`src/rtl/avr_pkg.sv`:
```
// Shared AVR data-memory definitions: SRAM widths, arbiter owner and state encodings.
package avr_pkg;

    localparam int AVR_AW     = 16;
    localparam int AVR_DW     = 8;
    localparam int STARVE_W   = 8;

    typedef enum logic [1:0] {
        OWN_NONE = 2'd0,
        OWN_CPU  = 2'd1,
        OWN_DMA  = 2'd2
    } own_e;

    typedef enum logic {
        IDLE  = 1'b0,
        FORCE = 1'b1
    } arb_state_e;

endpackage

```
`src/rtl/avr_starve_cnt.sv`:
```
// Saturating count of consecutive denied DMA cycles, with a threshold flag
// that fires once the count reaches LIMIT-1.
module avr_starve_cnt
    import avr_pkg::*;
#(
    parameter int LIMIT = 8
) (
    input  logic                CLK,
    input  logic                RST_N,
    input  logic                denied,
    output logic [STARVE_W-1:0] cnt,
    output logic                thr
);

    localparam logic [STARVE_W-1:0] CNT_MAX = {STARVE_W{1'b1}};
    localparam logic [STARVE_W-1:0] THR_VAL = STARVE_W'(LIMIT - 1);

    // Count each denied cycle, saturate at all-ones, restart on any non-denied cycle.
    always_ff @(posedge CLK or negedge RST_N) begin
        if (!RST_N) begin
            cnt <= '0;
        end else if (denied) begin
            if (cnt != CNT_MAX) begin
                cnt <= cnt + STARVE_W'(1);
            end
        end else begin
            cnt <= '0;
        end
    end

    // Threshold reached; >= keeps the flag asserted while saturating in FORCE.
    always_comb begin
        thr = (cnt >= THR_VAL);
    end

endmodule

```
`src/rtl/avr_dmem_arbiter.sv`:
```
// Single-port data SRAM arbiter between the AVR core (fixed priority) and a
// secondary DMA/debug port. A starvation counter forces a CPU hold so the
// secondary port eventually gets exactly one access per hold episode.
module avr_dmem_arbiter
    import avr_pkg::*;
#(
    parameter int AW           = AVR_AW,
    parameter int DW           = AVR_DW,
    parameter int STARVE_LIMIT = 8
) (
    input  logic          CLK,
    input  logic          RST_N,
    input  logic          cpu_req,
    input  logic          cpu_we,
    input  logic [AW-1:0] cpu_addr,
    input  logic [DW-1:0] cpu_wdata,
    output logic [DW-1:0] cpu_rdata,
    output logic          cpu_hold,
    input  logic          dma_req,
    input  logic          dma_we,
    input  logic [AW-1:0] dma_addr,
    input  logic [DW-1:0] dma_wdata,
    output logic          dma_gnt,
    output logic          dma_rvalid,
    output logic [DW-1:0] dma_rdata,
    output logic [AW-1:0] mem_addr,
    output logic          mem_we,
    output logic [DW-1:0] mem_wdata,
    input  logic [DW-1:0] mem_rdata
);

    own_e                owner;
    arb_state_e          state_q;
    arb_state_e          state_d;
    logic                denied;
    logic                thr;
    logic [STARVE_W-1:0] starve_cnt;

    // Fixed-priority owner selection: the CPU is never refused.
    always_comb begin
        owner = OWN_NONE;
        if (cpu_req) begin
            owner = OWN_CPU;
        end else if (dma_req) begin
            owner = OWN_DMA;
        end
    end

    // SRAM mux; write enable and grant are gated by reset, address/data are not.
    always_comb begin
        mem_addr  = cpu_addr;
        mem_wdata = cpu_wdata;
        mem_we    = 1'b0;
        dma_gnt   = 1'b0;
        case (owner)
            OWN_CPU: begin
                mem_we = cpu_we & RST_N;
            end
            OWN_DMA: begin
                mem_addr  = dma_addr;
                mem_wdata = dma_wdata;
                mem_we    = dma_we & RST_N;
                dma_gnt   = RST_N;
            end
            default: begin
                mem_we = 1'b0;
            end
        endcase
    end

    assign cpu_rdata = mem_rdata;
    assign dma_rdata = mem_rdata;
    assign denied    = dma_req & ~dma_gnt;

    avr_starve_cnt #(
        .LIMIT (STARVE_LIMIT)
    ) u_starve (
        .CLK    (CLK),
        .RST_N  (RST_N),
        .denied (denied),
        .cnt    (starve_cnt),
        .thr    (thr)
    );

    // Arbiter state register; reset drops the CPU hold immediately.
    always_ff @(posedge CLK or negedge RST_N) begin
        if (!RST_N) begin
            state_q <= IDLE;
        end else begin
            state_q <= state_d;
        end
    end

    // Enter FORCE on the starving denied cycle; leave after one grant or if DMA gives up.
    always_comb begin
        state_d = state_q;
        case (state_q)
            IDLE: begin
                if (denied && thr) begin
                    state_d = FORCE;
                end
            end
            FORCE: begin
                if (dma_gnt || !dma_req) begin
                    state_d = IDLE;
                end
            end
            default: begin
                state_d = IDLE;
            end
        endcase
    end

    assign cpu_hold = (state_q == FORCE);

    // DMA read data is valid the cycle after a granted read; reset cancels it.
    always_ff @(posedge CLK or negedge RST_N) begin
        if (!RST_N) begin
            dma_rvalid <= 1'b0;
        end else begin
            dma_rvalid <= dma_gnt & ~dma_we;
        end
    end

endmodule
```
`config.mk`:
```
export PLATFORM = sky130hd
export DESIGN_NAME = avr_dmem_arbiter
export DESIGN_NICKNAME = d
export VERILOG_FILES = /design/src/rtl/avr_pkg.sv /design/src/rtl/avr_starve_cnt.sv /design/src/rtl/avr_dmem_arbiter.sv
export SDC_FILE = /design/constraint.sdc
export NUM_CORES = 1
export LEC_CHECK = 0
export ABC_AREA = 1
export CAP_MARGIN = 40
export CELL_PAD_IN_SITES_DETAIL_PLACEMENT = 0
export CELL_PAD_IN_SITES_GLOBAL_PLACEMENT = 1
export CORE_UTILIZATION = 19
export CTS_CLUSTER_DIAMETER = 200
export DETAILED_ROUTE_END_ITERATION = 6
export PLACE_DENSITY_LB_ADDON = 0.05
export REMOVE_ABC_BUFFERS = 1
export SLEW_MARGIN = 25
export SYNTH_ARGS = -nofsm -noshare
export SYNTH_HDL_FRONTEND = slang
export SYNTH_SLANG_ARGS = --single-unit
```
`constraint.sdc`:
```
create_clock -name CLK -period 2.3 [get_ports CLK]
set_input_delay 0.46 -clock CLK [delete_from_list [all_inputs] [get_ports CLK]]
set_output_delay 0.46 -clock CLK [all_outputs]
set_load 0.005 [all_outputs]
```
# Yosys cells after proc, flatten, opt, wreduce, memory -nomap -nowiden
# Index checks and enable logic that the tools add are counted.
word_totals:
  input_bits: 62
  output_inout_bits: 44
  ff_bits: 10
  elab_cells: 30
op_classes:
  eq_ne: 4
  bitwise_logic: 7
  n_reduce_logical: 3
  add_sub_neg: 1
  n_lt_le_gt_ge: 1
  mux: 11
op_table:
  columns: ["operator", "n"]
  rows:
  - ["8-bit two-way mux", 3]
  - ["16-bit two-way mux", 1]
  - ["8-bit by 1-bit adder with 8-bit output, second input constant", 1]
  - ["8-bit by 3-bit >= comparator with 1-bit output, second input constant", 1]
  - ["8-bit inequality test, second input constant", 1]
  - ["1-bit bitwise AND", 4]
  - ["2-bit two-way mux", 2]
  - ["1-bit one-hot mux with 2 select lines", 2]
  - ["1-bit two-way mux", 3]
  - ["1-bit NOT", 3]
  - ["2-bit by 1-bit equality test with 1-bit output, second input constant", 1]
  - ["2-bit equality test, second input constant", 1]
  - ["2-bit by 1-bit inequality test with 1-bit output, second input constant", 1]
  - ["1-bit logical AND", 1]
  - ["1-bit logical NOT", 1]
  - ["1-bit logical OR", 1]

# Longest topological paths before layout
logic_depth:
  depth_word: 9
  ltp_mapped: 7

# Cells and area by module
# Synthesis repeated with hierarchy kept, for this count alone.
unflattened:
  cells_unflattened: 170
  hier_area_um2: 1083.5
by_module_without_submodules:
  columns: ["module", "area_each_um2", "instances", "cells_per_inst", "seq_area_each_um2"]
  rows:
  - ["avr_dmem_arbiter", 595.6, 1, 109, 50.0]
  - ["avr_starve_cnt", 488.0, 1, 61, 200.2]

# Worst setup path before layout
# OpenSTA, ideal clock, no wires.
synth_path:
  kind: "in2out"
  from: "input dma_req"
  to: "output mem_addr[10]"
  cell_stages: 6
  slack_ps: 935
  arrival_ps: 905
  path_cell_list: "inv_2 nor2_8 inv_4 buf_6 nand2_1 nand2_1"
synth_between:
  elab_chain_cells: 4
synth_lines:
  columns: ["element", "line", "rtl"]
  rows:
  - ["start: declaration", "avr_dmem_arbiter.sv:19", "input logic dma_req,"]
  - ["2-bit two-way mux", "avr_dmem_arbiter.sv:44", "end else if (dma_req) begin"]
  - ["2-bit two-way mux", "avr_dmem_arbiter.sv:42", "if (cpu_req) begin"]
  - ["2-bit equality test", "avr_dmem_arbiter.sv:55", "case (owner)"]
  - ["16-bit two-way mux", "avr_dmem_arbiter.sv:55", null]
  - ["end: declaration", "avr_dmem_arbiter.sv:26", "output logic [AW-1:0] mem_addr,"]
# No other way between the ends.

# Worst setup path after layout
layout_path:
  from: "input dma_req"
  to: "output mem_addr[13]"
# The elaborated chain is that of the path after synthesis.

==> reports/qor.txt <==
Setup TNS = 0 ps
Row count = 26
Yosys reg bits = 10
Post-cts hold buffer count = 0
Final hold violation count = 0
Clock Pin Slew Worst Setup and Hold Paths = 50 ps
WL/cell = 12.3 um
RD Place Congestion = 0.746
HPWL after DPL = 3160 um
Synth Cell Area = 0.00104 mm2
# setup viols final = 0
Peak per-stage delay on the critical path = 490 ps
Die area = 0.00580 mm2
H-tree Lvls = 1
Post-Syn Instances = 174
CTS tree = done
Min cycle time layout = 2220 ps
DRT antenna net count = 0
Post-synth top cells = nand2_1 (98), buf_4 (18), nor2_1 (11), dfrtp_1 (10), nand3_1 (10)
Core area = 0.00520 mm2
DRC viols = 0
Ys async rst share = 100%
Crit start category = primary input
Final Skew = 1.02 ps
EDFF count, synth = 0
Synth top area share = 35.2%
Most frequent CP cell = nand2_1
Die width = 76.2 um
Final period util = 96.4%
First-pass GRT wire length = 6530 um
Post-synth top flop = dfrtp_1
Max Clk Rate = 0.451 GHz
Total power = 0.000641 W
Max-cap violations = 0
WL final = 3930 um
Hold crit path type = primary input to async pin
Post-DP Area = 0.00184 mm2
Initial DRT Pass Iterations = 4
Worst EP required = 1840 ps
Gr ovfl total = 0
Starting density of the core = 20.1%
CP Buf/Inv Count = 5
I/O pins = 106
Post-Place Cells = 311
Syn Area/Cell = 6.00 um2
Worst-path cell chain = dlygate4sd2_1 > inv_2 > nor2_8 > buf_6 > buf_12 > nand2_1 > nand2_1 > clkdlybuf4s50_1
All-Layer GR Usage = 14.1%
Largest net degree at the start of global routing = 25
Sequential area share after synthesis = 24.0%
Final std cells w/o fill = 319
Layout cell share with drive strength beyond 1 = 11.2%
Clock sink count = 10
Vias per std cell = 3.95
Normalized max-slew margin = 82.5%
Leakage = 0.966 nW
Arr. time, crit path = 1760 ps
Die Height = 76.2 um
Cell area after layout = 0.00197 mm2
CTS max path bufs = 2
Antenna diodes = 0
Count leader, synth = nand2_1
I/O Buffers = 81
Worst Tran Pin Value = 262 ps
Delay-heaviest family, CP = buffers and inverters
P per Cell Area = 325 mW/mm2
Clock buffer count from CTS = 3
Fillers = 566
Iter 0 DRT Violations = 27
CP Capture Type = output port
Critical path class = primary input to output port
Latest clock arrival within the worst-skew pair = 240 ps
Root Driver = clkbuf_8
Area leader, netlist = nand2_1
Status = complete, no violations
Worst vdd rail ir drop = 0.000181 V
Warnings, synthesis = 0
Max-slew violations = 0
Number of distinct library cells after synthesis = 20
Nets@finish = 314
Vias in the first global route = 1,300
Area growth syn-to-layout = 89.0%
Vias = 1,261
Slowest library cell on the worst path = clkdlybuf4s50_1
Top cells by area, synth = nand2_1 (35%), dfrtp_1 (24%), buf_4 (13%)
Largest fanout on the critical path = 9
RSZ-0062 raised after global routing = no
Initial antenna violation count = 0
worst paths after layout:
path	from	endpoint	cells after the start	slack, ps
worst max-delay path	dma_req	mem_addr[13]	8	80
worst min-delay path	RST_N	u_starve.cnt[6]	2	280
worst max register to register	u_starve.cnt[0]	u_starve.cnt[7]	7	1060
worst min register to register	u_starve.cnt[1]	u_starve.cnt[1]	2	540
max in group asynchronous	RST_N	dma_rvalid	2	1860
min in group CLK	u_starve.cnt[1]	u_starve.cnt[1]	2	540
area by class of cell:
| class | count | area [um2] | share of cell area (%) |
|---|---|---|---|
| multi-input combinational | 132 | 589 | 29.8 |
| tap | 70 | 87.6 | 4.44 |
| clock buffer | 3 | 41.3 | 2.09 |
| sequential | 10 | 250 | 12.7 |
| timing repair buffer | 92 | 948 | 48.0 |
| inverter | 12 | 57.6 | 2.92 |
through the flow:
step | util, % | setup slack (ps) | hold WS, ps
2_1_floorplan | - | 821 | 164
3_3_place_gp | 35.4 | -183 | 519
3_5_place_dp | 35.4 | -184 | 524
4_1_cts | 37.8 | 20.3 | 538
5_1_grt | 37.9 | 8.73 | 319
6_report | 37.9 | 83.6 | 284
worst reg2reg max path: stages, from the launching register on:
cell	delay (ps)
dfrtp_1	390
ha_1	230
inv_1	100
nor2_4	140
nand2_4	90
nor2_4	120
inv_2	60
nand2_1	60
metal layers:
| metal | track usage, % | vias to the layer above | wire length (um) | part of all wire (%) |
|---|---|---|---|---|
| met5 | 0 | - | 0 | 0 |
| met4 | 1.15 | 0 | 14 | 0.36 |
| met3 | 5.27 | 2 | 252 | 6.4 |
| met2 | 26.9 | 56 | 2050 | 52 |
| met1 | 15.3 | 545 | 1620 | 41 |
| li1 | - | 658 | - | - |
repair_timing:
action	4_1_cts	5_1_grt
gates cloned	1	0
buffers inserted	4	0
resized for setup	7	3
endpoints found under the setup margin	26	11
pin swaps	0	1
cells in the final DEF, fill, tap and decap left out, drive strengths merged:
cell type      instances
a21oi                  2
buf                   11
clkbuf                 3
clkdlybuf4s50         77
dfrtp                 10
dlygate4sd2            2
dlymetal6s2s           2
ha                     1
inv                   12
nand2                100
nand3                 10
nor2                  15
o21ai                  2
o21bai                 1
xnor2                  1
flip-flops by register name, indices dropped and copies added, names as in the netlist:
| name | cells |
|---|---|
| cpu_hold | 1 |
| dma_rvalid | 1 |
| u_starve.cnt | 8 |
kinds of logic (layout without fill, tap and decap cells):
group	after synthesis	count (layout)	synth area share, %
and+or+nand+nor	125	125	50.3
AOI/OAI and AO/OA	5	5	4.07
adders and majority gates	1	1	1.20
xor gates and xnor gates	1	1	0.838
buffers and inverters	32	107	19.6
DFF	10	10	24.0
power by group:
| group | switching (W) | internal (W) |
|---|---|---|
| clock | 0.0000728 | 0.000115 |
| combinational | 0.0000907 | 0.000179 |
| sequential | 0.00000377 | 0.000180 |
| total | 0.000167 | 0.000474 |
Note: power is estimated with default switching activity, not from simulation.
